## src/rtl/keypad_pkg.sv

```systemverilog
// Shared definitions for the matrix keypad scanner: event type codes,
// scanner FSM state encoding and a small constant helper.
package keypad_pkg;

    localparam logic [1:0] EV_PRESS   = 2'b01;
    localparam logic [1:0] EV_RELEASE = 2'b10;
    localparam logic [1:0] EV_REPEAT  = 2'b11;

    typedef enum logic [2:0] {
        ST_IDLE,
        ST_DB_PRESS,
        ST_SCAN,
        ST_PRESSED,
        ST_DB_RELEASE
    } scan_state_e;

    function automatic int max_of(input int a, input int b);
        return (a > b) ? a : b;
    endfunction

endpackage

```

## src/rtl/keypad_scanner_multi_if.sv

```systemverilog
// Event stream between the keypad scanner (master) and its consumer (slave).
interface keypad_scanner_multi_if #(
    parameter int EV_W = 6
);
    logic            ev_valid;
    logic            ev_ready;
    logic [EV_W-1:0] ev_data;

    modport master (output ev_valid, output ev_data, input ev_ready);
    modport slave  (input ev_valid, input ev_data, output ev_ready);
endinterface

```

## src/rtl/key_event_fifo.sv

```systemverilog
// First-word-fall-through event FIFO. A push into a full FIFO is dropped
// (drop_o pulses) unless a pop frees the slot in the same cycle.
module key_event_fifo #(
    parameter int WIDTH = 6,
    parameter int DEPTH = 4
) (
    input  logic             clk,
    input  logic             rst,
    input  logic             push_i,
    input  logic [WIDTH-1:0] data_i,
    input  logic             pop_i,
    output logic [WIDTH-1:0] data_o,
    output logic             empty_o,
    output logic             drop_o
);
    localparam int AW = (DEPTH > 1) ? $clog2(DEPTH) : 1;

    logic [WIDTH-1:0] mem_q [DEPTH];
    logic [AW-1:0]    wr_ptr_q;
    logic [AW-1:0]    rd_ptr_q;
    logic [AW:0]      count_q;
    logic             full;
    logic             do_push;
    logic             do_pop;

    assign empty_o = (count_q == '0);
    assign full    = (count_q == (AW+1)'(DEPTH));
    assign do_pop  = pop_i && !empty_o;
    assign do_push = push_i && (!full || do_pop);
    assign drop_o  = push_i && full && !do_pop;
    // Gate the head word so the output reads zero while nothing is queued.
    assign data_o  = empty_o ? '0 : mem_q[rd_ptr_q];

    always_ff @(posedge clk) begin
        if (do_push) begin
            mem_q[wr_ptr_q] <= data_i;
        end
    end

    always_ff @(posedge clk) begin
        if (rst) begin
            wr_ptr_q <= '0;
            rd_ptr_q <= '0;
            count_q  <= '0;
        end else begin
            if (do_push) begin
                wr_ptr_q <= wr_ptr_q + AW'(1);
            end
            if (do_pop) begin
                rd_ptr_q <= rd_ptr_q + AW'(1);
            end
            count_q <= count_q + (AW+1)'(do_push) - (AW+1)'(do_pop);
        end
    end

endmodule

```

## src/rtl/keypad_scanner_multi.sv

```systemverilog
// Parametrised matrix keypad scanner: debounced press/release detection,
// single-key tracking with auto-repeat, and an event FIFO toward the CPU.
module keypad_scanner_multi
    import keypad_pkg::*;
#(
    parameter int ROWS            = 4,
    parameter int COLS            = 4,
    parameter int DEBOUNCE_CYCLES = 1_000_000,
    parameter int SETTLE_CYCLES   = 3,
    parameter int REPEAT_DELAY    = 50_000_000,
    parameter int REPEAT_PERIOD   = 10_000_000,
    parameter int FIFO_DEPTH      = 4
) (
    input  logic                  clk,
    input  logic                  rst,
    input  logic [ROWS-1:0]       row_in,
    output logic [COLS-1:0]       col_out,
    keypad_scanner_multi_if.master ev,
    output logic                  key_held,
    output logic                  overflow
);
    localparam int RW      = $clog2(ROWS);
    localparam int CW      = $clog2(COLS);
    localparam int EV_W    = 2 + RW + CW;
    localparam int CNT_MAX = max_of(max_of(DEBOUNCE_CYCLES, SETTLE_CYCLES),
                                    max_of(REPEAT_DELAY, REPEAT_PERIOD));
    localparam int CNT_W   = $clog2(CNT_MAX + 1);

    localparam logic [CNT_W-1:0] DB_LAST     = CNT_W'(DEBOUNCE_CYCLES - 1);
    localparam logic [CNT_W-1:0] SETTLE_CNT  = CNT_W'(SETTLE_CYCLES);
    localparam logic [CNT_W-1:0] DELAY_LAST  = CNT_W'(REPEAT_DELAY - 1);
    localparam logic [CNT_W-1:0] PERIOD_LAST = CNT_W'(REPEAT_PERIOD - 1);
    localparam logic [CW-1:0]    COL_LAST    = CW'(COLS - 1);

    scan_state_e      state_q, state_d;
    logic [CNT_W-1:0] cnt_q, cnt_d;
    logic [CNT_W-1:0] rcnt_q, rcnt_d;
    logic             rep_armed_q, rep_armed_d;
    logic [CW-1:0]    col_q, col_d;
    logic [RW-1:0]    row_lat_q, row_lat_d;
    logic [CW-1:0]    col_lat_q, col_lat_d;
    logic             overflow_q;

    logic             any_low;
    logic [RW-1:0]    low_row;
    logic             push;
    logic [1:0]       push_type;
    logic             fifo_empty;
    logic             fifo_drop;
    logic [EV_W-1:0]  fifo_data;
    logic             drive_en;
    logic [CW-1:0]    drive_col;

    assign any_low = !(&row_in);

    // Lowest-index low row wins when several rows are pulled at once.
    always_comb begin
        low_row = '0;
        for (int r = ROWS - 1; r >= 0; r--) begin
            if (!row_in[r]) begin
                low_row = RW'(r);
            end
        end
    end

    always_ff @(posedge clk) begin
        if (rst) begin
            state_q     <= ST_IDLE;
            cnt_q       <= '0;
            rcnt_q      <= '0;
            rep_armed_q <= 1'b0;
            col_q       <= '0;
            row_lat_q   <= '0;
            col_lat_q   <= '0;
            overflow_q  <= 1'b0;
        end else begin
            state_q     <= state_d;
            cnt_q       <= cnt_d;
            rcnt_q      <= rcnt_d;
            rep_armed_q <= rep_armed_d;
            col_q       <= col_d;
            row_lat_q   <= row_lat_d;
            col_lat_q   <= col_lat_d;
            overflow_q  <= overflow_q | fifo_drop;
        end
    end

    always_comb begin
        state_d     = state_q;
        cnt_d       = cnt_q;
        rcnt_d      = rcnt_q;
        rep_armed_d = rep_armed_q;
        col_d       = col_q;
        row_lat_d   = row_lat_q;
        col_lat_d   = col_lat_q;
        push        = 1'b0;
        push_type   = EV_PRESS;
        case (state_q)
            ST_IDLE: begin
                if (any_low) begin
                    state_d = ST_DB_PRESS;
                    cnt_d   = '0;
                end
            end
            ST_DB_PRESS: begin
                if (!any_low) begin
                    state_d = ST_IDLE;
                end else if (cnt_q == DB_LAST) begin
                    state_d = ST_SCAN;
                    col_d   = '0;
                    cnt_d   = '0;
                end else begin
                    cnt_d = cnt_q + CNT_W'(1);
                end
            end
            ST_SCAN: begin
                if (cnt_q != SETTLE_CNT) begin
                    cnt_d = cnt_q + CNT_W'(1);
                end else if (any_low) begin
                    state_d     = ST_PRESSED;
                    row_lat_d   = low_row;
                    col_lat_d   = col_q;
                    rcnt_d      = '0;
                    rep_armed_d = 1'b0;
                    push        = 1'b1;
                    push_type   = EV_PRESS;
                end else if (col_q == COL_LAST) begin
                    state_d = ST_IDLE;
                end else begin
                    col_d = col_q + CW'(1);
                    cnt_d = '0;
                end
            end
            ST_PRESSED: begin
                if (row_in[row_lat_q]) begin
                    state_d = ST_DB_RELEASE;
                    cnt_d   = '0;
                end else if (REPEAT_DELAY != 0) begin
                    // First repeat waits the long delay, later ones the short period.
                    if (rcnt_q == (rep_armed_q ? PERIOD_LAST : DELAY_LAST)) begin
                        push        = 1'b1;
                        push_type   = EV_REPEAT;
                        rcnt_d      = '0;
                        rep_armed_d = 1'b1;
                    end else begin
                        rcnt_d = rcnt_q + CNT_W'(1);
                    end
                end
            end
            ST_DB_RELEASE: begin
                if (!row_in[row_lat_q]) begin
                    state_d = ST_PRESSED;
                end else if (cnt_q == DB_LAST) begin
                    state_d   = ST_IDLE;
                    push      = 1'b1;
                    push_type = EV_RELEASE;
                end else begin
                    cnt_d = cnt_q + CNT_W'(1);
                end
            end
            default: state_d = ST_IDLE;
        endcase
    end

    // All columns are pulled low while idle so any key press shows on the rows.
    assign drive_en  = (state_q == ST_SCAN) || (state_q == ST_PRESSED) ||
                       (state_q == ST_DB_RELEASE);
    assign drive_col = (state_q == ST_SCAN) ? col_q : col_lat_q;

    for (genvar gi = 0; gi < COLS; gi++) begin : g_col
        assign col_out[gi] = drive_en && (drive_col != CW'(gi));
    end

    key_event_fifo #(
        .WIDTH (EV_W),
        .DEPTH (FIFO_DEPTH)
    ) u_fifo (
        .clk     (clk),
        .rst     (rst),
        .push_i  (push),
        .data_i  ({push_type, row_lat_d, col_lat_d}),
        .pop_i   (ev.ev_ready),
        .data_o  (fifo_data),
        .empty_o (fifo_empty),
        .drop_o  (fifo_drop)
    );

    assign ev.ev_valid = !fifo_empty;
    assign ev.ev_data  = fifo_data;
    assign key_held    = (state_q == ST_PRESSED);
    assign overflow    = overflow_q;

endmodule

```

## src/flat_wrapper.sv

```systemverilog
// flat-port wrapper written by rule: the top's interface ports become plain ports
module keypad_scanner_multi_flat import keypad_pkg::*;
#(
    parameter int ROWS            = 4,
    parameter int COLS            = 4,
    parameter int DEBOUNCE_CYCLES = 1_000_000,
    parameter int SETTLE_CYCLES   = 3,
    parameter int REPEAT_DELAY    = 50_000_000,
    parameter int REPEAT_PERIOD   = 10_000_000,
    parameter int FIFO_DEPTH      = 4
)
  (clk, rst, row_in, col_out, key_held, overflow, ev_ev_valid, ev_ev_data, ev_ev_ready);
  keypad_scanner_multi_if #(.EV_W(6)) ev_i ();
  input  logic clk;
  input  logic rst;
  input  logic [ROWS-1:0] row_in;
  output logic [COLS-1:0] col_out;
  output logic key_held;
  output logic overflow;
  output wire logic [$bits(ev_i.ev_valid)-1:0] ev_ev_valid;
  output wire logic [$bits(ev_i.ev_data)-1:0] ev_ev_data;
  input wire logic [$bits(ev_i.ev_ready)-1:0] ev_ev_ready;
  assign ev_ev_valid = ev_i.ev_valid;
  assign ev_ev_data = ev_i.ev_data;
  assign ev_i.ev_ready = ev_ev_ready;
  keypad_scanner_multi #(.ROWS(ROWS), .COLS(COLS), .DEBOUNCE_CYCLES(DEBOUNCE_CYCLES), .SETTLE_CYCLES(SETTLE_CYCLES), .REPEAT_DELAY(REPEAT_DELAY), .REPEAT_PERIOD(REPEAT_PERIOD), .FIFO_DEPTH(FIFO_DEPTH)) u_core (.clk(clk), .rst(rst), .row_in(row_in), .col_out(col_out), .ev(ev_i), .key_held(key_held), .overflow(overflow));
endmodule
```

## config.mk

```make
export PLATFORM = sky130hd
export DESIGN_NAME = keypad_scanner_multi_flat
export DESIGN_NICKNAME = d
export VERILOG_FILES = /design/src/rtl/keypad_pkg.sv /design/src/rtl/keypad_scanner_multi_if.sv /design/src/rtl/key_event_fifo.sv /design/src/rtl/keypad_scanner_multi.sv /design/src/flat_wrapper.sv
export SDC_FILE = /design/constraint.sdc
export NUM_CORES = 1
export LEC_CHECK = 0
export BUFFER_PORTS_ARGS = -buffer_cell sky130_fd_sc_hd__buf_2
export CAP_MARGIN = 20
export CORE_UTILIZATION = 60
export CTS_BUF_LIST = sky130_fd_sc_hd__clkbuf_4 sky130_fd_sc_hd__clkbuf_8 sky130_fd_sc_hd__clkbuf_16
export DETAILED_ROUTE_END_ITERATION = 7
export MAX_ROUTING_LAYER = met4
export PLACE_DENSITY = 0.85
export SLEW_MARGIN = 20
export SYNTH_ARGS = -nofsm -noshare
export SYNTH_HDL_FRONTEND = slang
export SYNTH_SLANG_ARGS = --single-unit
export TNS_END_PERCENT = 5
```

## constraint.sdc

```tcl
create_clock -name clk -period 3.8 [get_ports clk]
set_input_delay 0.76 -clock clk [delete_from_list [all_inputs] [get_ports clk]]
set_output_delay 0.76 -clock clk [all_outputs]
set_load 0.01 [all_outputs]
```

==> flow_summary.ini, run 1 <==
[status]
outcome = finished clean

[floorplan]
io_pins = 20
die_h_um = 94
start_util_pct = 61.8
die_area_um2 = 8840
fp.dieW_um = 94
core_area_um2 = 8220
rows = 33

[critical_path]
cpPeakStageDelay_ps = 450
end_kind = register
path_common_cell = ha_1
cp_slowest_cell = or2_2
path_class = register to register
critPathLaunchType = register
cp_top_family = simple AND/OR/NAND/NOR gates
cp.arrival_ps = 3740
path_cells = ha_1 -> nor4b_4 -> nand4_1 -> or2_2 -> o221ai_2 -> nand2b_1 -> ha_1 -> inv_1 -> ha_1 -> inv_1 -> fa_1 -> xor2_1 -> xnor2_1 -> nor2_1
path_buf_inv = 2
required_ps = 4060
crit_path_max_fanout = 7

[clocking]
cts_sinks = 96
cts_tree = yes
path_clk_slew_ps = 110
cts_buffer_depth = 2
cts_hold_buf = 0
cts_htree_levels = 3
insertion_delay_ps = 380
cts-buffers-inserted = 9
clockRootBuffer = clkbuf_8

[power]
p_leak_uw = 0.00189
ir_drop_uv = 212
cellPowerDensity_nw_per_um2 = 368

[routing]
first_iter_violations = 386
routed_wl_mm = 11.3
wl_per_cell_um = 16.9
drcViolationCount = 0
firstDrtPassIters = 5
vias = 4269
drtAntennaViolNets = 0
viasPerCell = 6.38

[job]
max_cap_viol_count = 0

[grt]
overflow = 0
grt_pass1_vias = 3983
grt_max_degree = 27
antenna_found_initial = 0
groute.usage.overall_pct = 27.6
grt_pass1_wl_mm = 18.6

[sta]
hold_viol_final = 0
worstMarginPinSlew_ps = 765
setup_viol = 0
period_share_pct = 91.5
max_slew_margin_pct = 48.8
slew_viol_final = 0
clock_skew_ps = 20.7
fmax_mhz = 288
tns_ps = 0
rsz0062_at_grt = false
period_minus_slack_ps = 3480

[hold_path]
hp-class = register to register

[logic_synthesis]
synthCells = 541
synth_area_leader_cell = dfxtp_1
synth_seq_area_share_pct = 42.6
netlist-cell-type-count = 72
synth_area_leaders = dfxtp_1 (28%), edfxtp_1 (14%), nor2_1 (5.4%)
synth_area_um2 = 5080
synth_edf_count = 24
synth_top_area_share_pct = 28.4
ys_ff_latch = 96
ys.warnings.count = 0
syn_nets = 558
synth_flop_cell = dfxtp_1
async_flop_share_pct = 0
avgSynthCellArea_um2 = 9.39

[cells_and_area]
syn2layout_area_growth_pct = 7.91
final_util_pct = 66.7
multiInputGateArea_um2 = 2760
num-nets-final = 576
drive_above_1_share_pct = 14.0
n_fill_cell = 623
diodes = 0
regArea_um2 = 2160

[placed_design]
gp_congestion = 0.886
dp_hpwl_mm = 7.97
numPortBuffers = 19
## sequential cells by signal (all words and copies together) (netlist names), named ones only
register	cells
u_core.col_q	2
u_core.u_fifo.rd_ptr_q	2
u_core.row_lat_q	2
u_core.u_fifo.wr_ptr_q	2
u_core.u_fifo.mem_q	24
u_core.cnt_q	26
u_core.rcnt_q	26
u_core.state_q	3
u_core.rep_armed_q	1
u_core.col_lat_q	2
u_core.overflow	1
u_core.u_fifo.count_q	3
## worst min-delay path, delay by kind of cell, from the launching register on
family / cells / cell delay [ps]
compound gates: 1 / 50
simple gates: 1 / 70
flops: 1 / 360
## routing by layer
layer | vias up | routed length (um) | GRT usage, %
met2 | 188 | 5440 | 44.3
li1 | 2016 | - | -
met5 | - | 0 | -
met4 | 0 | 234 | 10.3
met1 | 2043 | 4930 | 35.2
met3 | 22 | 731 | 4.53
## layout by cell type (no fill, tap or decap), drive strengths merged, types with 14 or more instances in the layout
cell,Yosys,layout
a21oi,33,33
and3,14,14
buf,10,30
dfxtp,72,72
edfxtp,24,24
inv,17,21
nand2,31,31
nand4,16,16
nor2,75,75
nor4,15,15
o21ai,27,27
xnor2,21,21
xor2,18,18
## final timing paths
check / depth (start not counted) / slack, ps / to / start
max reg2reg: 14 / 320 / u_core.u_fifo.count_q[2] / u_core.cnt_q[0]
min reg2reg: 2 / 510 / u_core.col_q[1] / u_core.col_q[1]
max: 14 / 320 / u_core.u_fifo.count_q[2] / u_core.cnt_q[0]
min: 2 / 510 / u_core.col_q[1] / u_core.col_q[1]
## where the power goes
group / internal (uW) / total [uW] / switching (uW) / leakage (uW)
Sequential: 1070 / 1110 / 42.5 / 0.000813
Clock: 253 / 657 / 403 / 0.0000932
Combinational: 119 / 245 / 125 / 0.000979
## synthesized netlist by cell type, types with 10 or more instances
cell type and instances:
o21ai_0 24, nor4_1 10, xnor2_1 21, clkbuf_1 13, nand4_1 15, nor3_1 12, nand2_1 30, and2_1 10
inv_1 17, edfxtp_1 24, nand3_1 13, o2111ai_1 10, dfxtp_1 72, nor2_1 73, and3_1 14, a21oi_1 33
xor2_1 18
## metrics by stage
stage	total power, uW	area (um2)	setup WS [ps]	instances	hold WS (ps)
floorplan	1310	5080	485	541	467
global placement	1370	5280	408	653	464
detailed placement	1380	5280	257	653	479
CTS	2020	5470	310	669	506
global route	2090	5480	67.1	669	538
finish	2010	5480	323	669	509
## cell families after synthesis
| logic type | Yosys count | synth area share, % |
|---|---|---|
| AO/OA/AOI/OAI | 107 | 14.3 |
| XOR/XNOR | 39 | 6.73 |
| adder cells (fa/ha/maj) | 10 | 2.61 |
| buffers and inverters | 40 | 3.38 |
| flip-flops | 96 | 42.6 |
| multiplexers | 17 | 5.25 |
| AND/OR/NAND/NOR | 232 | 25.2 |
## area by class of cell
class | count | share of cell area (%)
multi-input cells | 405 | 50.3
repair buffers | 30 | 3.24
clock inverters | 7 | 1.14
inverters | 17 | 1.16
well taps | 105 | 2.40
clock buffers | 9 | 2.26
flip-flops and latches | 96 | 39.5
## what timing repair did
item	CTS	global route
resized for setup	0	1
buffers inserted	0	0
endpoints found under the setup margin	0	1
Power figures use the tool's default switching activity.
==> inputs of run 2 (changes only) <==
==> constraint.sdc (replaced) <==
create_clock -name clk -period 3.8 [get_ports clk]
set_input_delay 1.14 -clock clk [delete_from_list [all_inputs] [get_ports clk]]
set_output_delay 1.14 -clock clk [all_outputs]
set_load 0.01 [all_outputs]
==> flow_summary.ini, run 2 (same netlist as run 1, synthesis figures left out) <==
[status]
outcome = finished clean

[cells_and_area]
layout_common_cells = nor2_1 (73), dfxtp_1 (72), a21oi_1 (33)
multiInputGateArea_um2 = 2760
regArea_um2 = 2160
largestRegisters = u_core.cnt_q x26, u_core.rcnt_q x26, u_core.u_fifo.mem_q x24
layout_commonest_cell = nor2_1
drive_above_1_share_pct = 15.0
syn2layout_area_growth_pct = 9.58
instances_no_fill = 673
diodes = 0
n_fill_cell = 615
num-nets-final = 580

[clocking]
cts_sinks = 96
cts_htree_levels = 3
clockRootBuffer = clkbuf_8
path_clk_slew_ps = 90
cts.repair.resized = 0
post_cts_buffers = 0
cts_tree = yes
cts_buffer_depth = 2
cts_hold_buf = 0
cts-buffers-inserted = 9
insertion_delay_ps = 370

[critical_path]
required_ps = 2660
critPathLaunchType = register
crit_path_max_fanout = 11
path_cells = nor3b_2 -> mux2_2 -> o21ai_0 -> a21boi_0 -> o22ai_1 -> buf_2
end_kind = output port
path_class = register to output port
rrSetupSlack_ps = 390
cpPeakStageDelay_ps = 450
cp_slowest_cell = nor3b_2
cp.arrival_ps = 2280

[floorplan]
die_area_um2 = 8840
start_util_pct = 61.8
io_pins = 20
fp.dieW_um = 94
rows = 33
core_area_um2 = 8220
die_h_um = 94

[placed_design]
numPortBuffers = 19
placed_cells = 657
dp_hpwl_mm = 7.98
gp_congestion = 0.929

[grt]
grt_max_degree = 27
antenna_found_initial = 0
grt_pass1_wl_mm = 18.3
grt_pass1_vias = 3968
overflow = 0
groute.usage.overall_pct = 27.3

[sta]
worstMarginPinSlew_ps = 789
rsz0062_at_grt = false
fmax_mhz = 292
tns_ps = 0
slew_viol_final = 0
clock_skew_ps = 11.6
hold_viol_final = 0
max_slew_margin_pct = 47.0
setup_viol = 0
period_share_pct = 90.0
period_minus_slack_ps = 3420

[routing]
drcViolationCount = 0
first_iter_violations = 459
wl_per_cell_um = 16.4
firstDrtPassIters = 6
vias = 4232
drtAntennaViolNets = 0
viasPerCell = 6.29
routed_wl_mm = 11.0

[power]
p_leak_uw = 0.00193
ir_drop_uv = 173
p_total_uw = 2150
cellPowerDensity_nw_per_um2 = 386

[hold_path]
hp-class = register to register

[job]
max_cap_viol_count = 0
-- run 2: metal layers --
metal	track usage [%]	up-vias	wire length, um
met5	-	-	0
met4	13.3	0	301
met3	4.29	37	658
met2	44.9	166	5380
met1	32.7	1993	4690
li1	-	2036	-
-- run 2: final timing paths --
| check | from | end | depth (start not counted) |
|---|---|---|---|
| max | u_core.state_q[2] | col_out[0] | 6 |
| min | u_core.cnt_q[12] | u_core.cnt_q[12] | 2 |
| max reg2reg | u_core.cnt_q[0] | u_core.u_fifo.count_q[2] | 14 |
| min reg2reg | u_core.cnt_q[12] | u_core.cnt_q[12] | 2 |
-- run 2: metrics by stage --
| step | setup slack [ps] | hold slack, ps | utilization [%] | area [um2] |
|---|---|---|---|---|
| after floorplan | 105 | 467 | - | 5080 |
| after global placement | 206 | 465 | 64.6 | 5310 |
| after detailed placement | 76.1 | 510 | 64.7 | 5320 |
| after CTS | 368 | 524 | 67.7 | 5560 |
| after global routing | 100 | 535 | 67.7 | 5570 |
| final | 380 | 526 | 67.7 | 5570 |
-- run 2: worst max-delay path: cells and delay by family (launching register included) --
kind	cells	cell delay (ps)
multiplexers	1	420
flip-flops	1	420
buffers and inverters	1	160
AND/OR/NAND/NOR	1	450
AO/OA/AOI/OAI	3	460
-- run 2: where the power goes --
group	switching (uW)	internal (uW)
Sequential	40.6	1070
Combinational	132	122
Clock	348	437
-- run 2: final cells by class --
class | instances | area share, %
flip-flops and latches | 96 | 38.8
clock inverters | 4 | 1.33
well taps | 105 | 2.36
clock buffers | 12 | 3.06
multi-input cells | 405 | 49.5
repair buffers | 34 | 3.73
inverters | 17 | 1.15
==> inputs of run 3 (changes only) <==
--- a/config.mk
+++ b/config.mk
@@ -7,11 +7,11 @@
 export LEC_CHECK = 0
 export BUFFER_PORTS_ARGS = -buffer_cell sky130_fd_sc_hd__buf_2
 export CAP_MARGIN = 20
-export CORE_UTILIZATION = 60
+export CORE_UTILIZATION = 57
 export CTS_BUF_LIST = sky130_fd_sc_hd__clkbuf_4 sky130_fd_sc_hd__clkbuf_8 sky130_fd_sc_hd__clkbuf_16
 export DETAILED_ROUTE_END_ITERATION = 7
 export MAX_ROUTING_LAYER = met4
-export PLACE_DENSITY = 0.85
+export PLACE_DENSITY = 0.81
 export SLEW_MARGIN = 20
 export SYNTH_ARGS = -nofsm -noshare
 export SYNTH_HDL_FRONTEND = slang
==> flow_summary.ini, run 3 (same netlist as run 1, synthesis figures left out) <==
[clocking]
cts_sinks = 96
path_clk_slew_ps = 100
cts_tree = yes
insertion_delay_ps = 380
cts_buffer_depth = 2
cts-buffers-inserted = 9
cts.repair.resized = 0
cts_htree_levels = 3
clockRootBuffer = clkbuf_8

[cells_and_area]
layout_commonest_cell = nor2_1
final_util_pct = 63.5
syn2layout_area_growth_pct = 8.50
largestRegisters = u_core.cnt_q x26, u_core.rcnt_q x26, u_core.u_fifo.mem_q x24
fin_area_um2 = 5510
num-nets-final = 583
layout_common_cells = nor2_1 (73), dfxtp_1 (72), a21oi_1 (33)
drive_above_1_share_pct = 14.9
diodes = 0

[floorplan]
fp.dieW_um = 96.4
io_pins = 20
die_area_um2 = 9290
start_util_pct = 58.5
die_h_um = 96.4
core_area_um2 = 8680
rows = 34

[sta]
slew_viol_final = 0
setup_viol = 0
fmax_mhz = 286
max_slew_margin_pct = 51.8
whs_ps = 510
hold_viol_final = 0
period_share_pct = 92.2
period_minus_slack_ps = 3500
clock_skew_ps = 14.1
tns_ps = 0
rsz0062_at_grt = false
worstMarginPinSlew_ps = 722

[critical_path]
cp.arrival_ps = 2360
required_ps = 2660
cp-startpoint = u_core.state_q[2]
crit_path_max_fanout = 11
crit-reg2reg-launch = u_core.cnt_q[0]
path_class = register to output port
critPathLaunchType = register
end_kind = output port

[grt]
grt_max_degree = 27
top_usage_layer = met2
overflow = 0
antenna_found_initial = 0
grtUsageMet2_pct = 42.9
grt_pass1_wl_mm = 17.6
groute.usage.overall_pct = 25.2
use_met1_pct = 29.3
use_met3_pct = 5.01
grt_pass1_vias = 3882

[placed_design]
numPortBuffers = 19
place_area_um2 = 5320
gp_congestion = 0.888
dp_hpwl_mm = 7.86

[routing]
first_iter_violations = 280
viasPerCell = 6.10
routed_wl_mm = 10.8
wl_per_cell_um = 15.9
vias = 4142
drtAntennaViolNets = 0
firstDrtPassIters = 6
drcViolationCount = 0

[power]
p_leak_uw = 0.00191
p_total_uw = 1970
cellPowerDensity_nw_per_um2 = 357
ir_drop_uv = 178

[status]
outcome = finished clean

[hold_path]
hp-start = u_core.overflow
hp-class = register to register

[job]
max_cap_viol_count = 0
## run 3: changes by cell type in the layout (fill, tap and decap cells not counted), sizes merged
cell      before  now
clkinvlp       0    1
bufinv         2    0
clkbuf        12    9
clkinv         1    3
buf           34   37
inv           18   20
## run 3: where the power goes
part           leakage [uW]  internal, uW  switching [uW]  total (uW)
Combinational       0.00101           121             121         242
Clock             0.0000882           243             375         617
Sequential         0.000813          1070            39.7        1110
## run 3: worst max-delay path, cell delays in order, from the launching register on
cell and delay (ps):
dfxtp_1 420, nor3b_2 470, mux2_2 430, o21ai_0 190
a21boi_0 200, o22ai_1 120, buf_2 160
## run 3: cell type report
cell class                 count  area [um2]
fill                         724        3170
multi-input combinational    405        2750
sequential                    96        2160
timing repair buffer          37         228
tap                          108         135
clock buffer                   9         124
inverter                      17        63.8
clock inverter                 7        52.6
## run 3: path summary, 6_finish.rpt
check                              to  slack (ps)  depth (start not counted)
min reg2reg           u_core.overflow         510                          2
min                   u_core.overflow         510                          2
max                        col_out[0]         300                          6
max reg2reg  u_core.u_fifo.count_q[2]         370                         14
## run 3: timing repair
item,4_1_cts,5_1_grt
hold buffers,0,0
setup buffers,0,2
endpoints found under the setup margin,0,1
## run 3: routing by layer
| layer | wire [um] | part of all wire, % |
|---|---|---|
| met4 | 217 | 2.0 |
| met3 | 490 | 4.5 |
| met2 | 5280 | 49 |
| met5 | 0 | 0 |
| met1 | 4820 | 45 |
## run 3: metrics by stage
| step | setup slack, ps | std cells |
|---|---|---|
| 2_1_floorplan | 105 | 541 |
| 3_3_place_gp | 207 | 660 |
| 3_5_place_dp | 88.2 | 661 |
| 4_1_cts | 318 | 677 |
| 5_1_grt | 99.7 | 679 |
| 6_report | 297 | 679 |
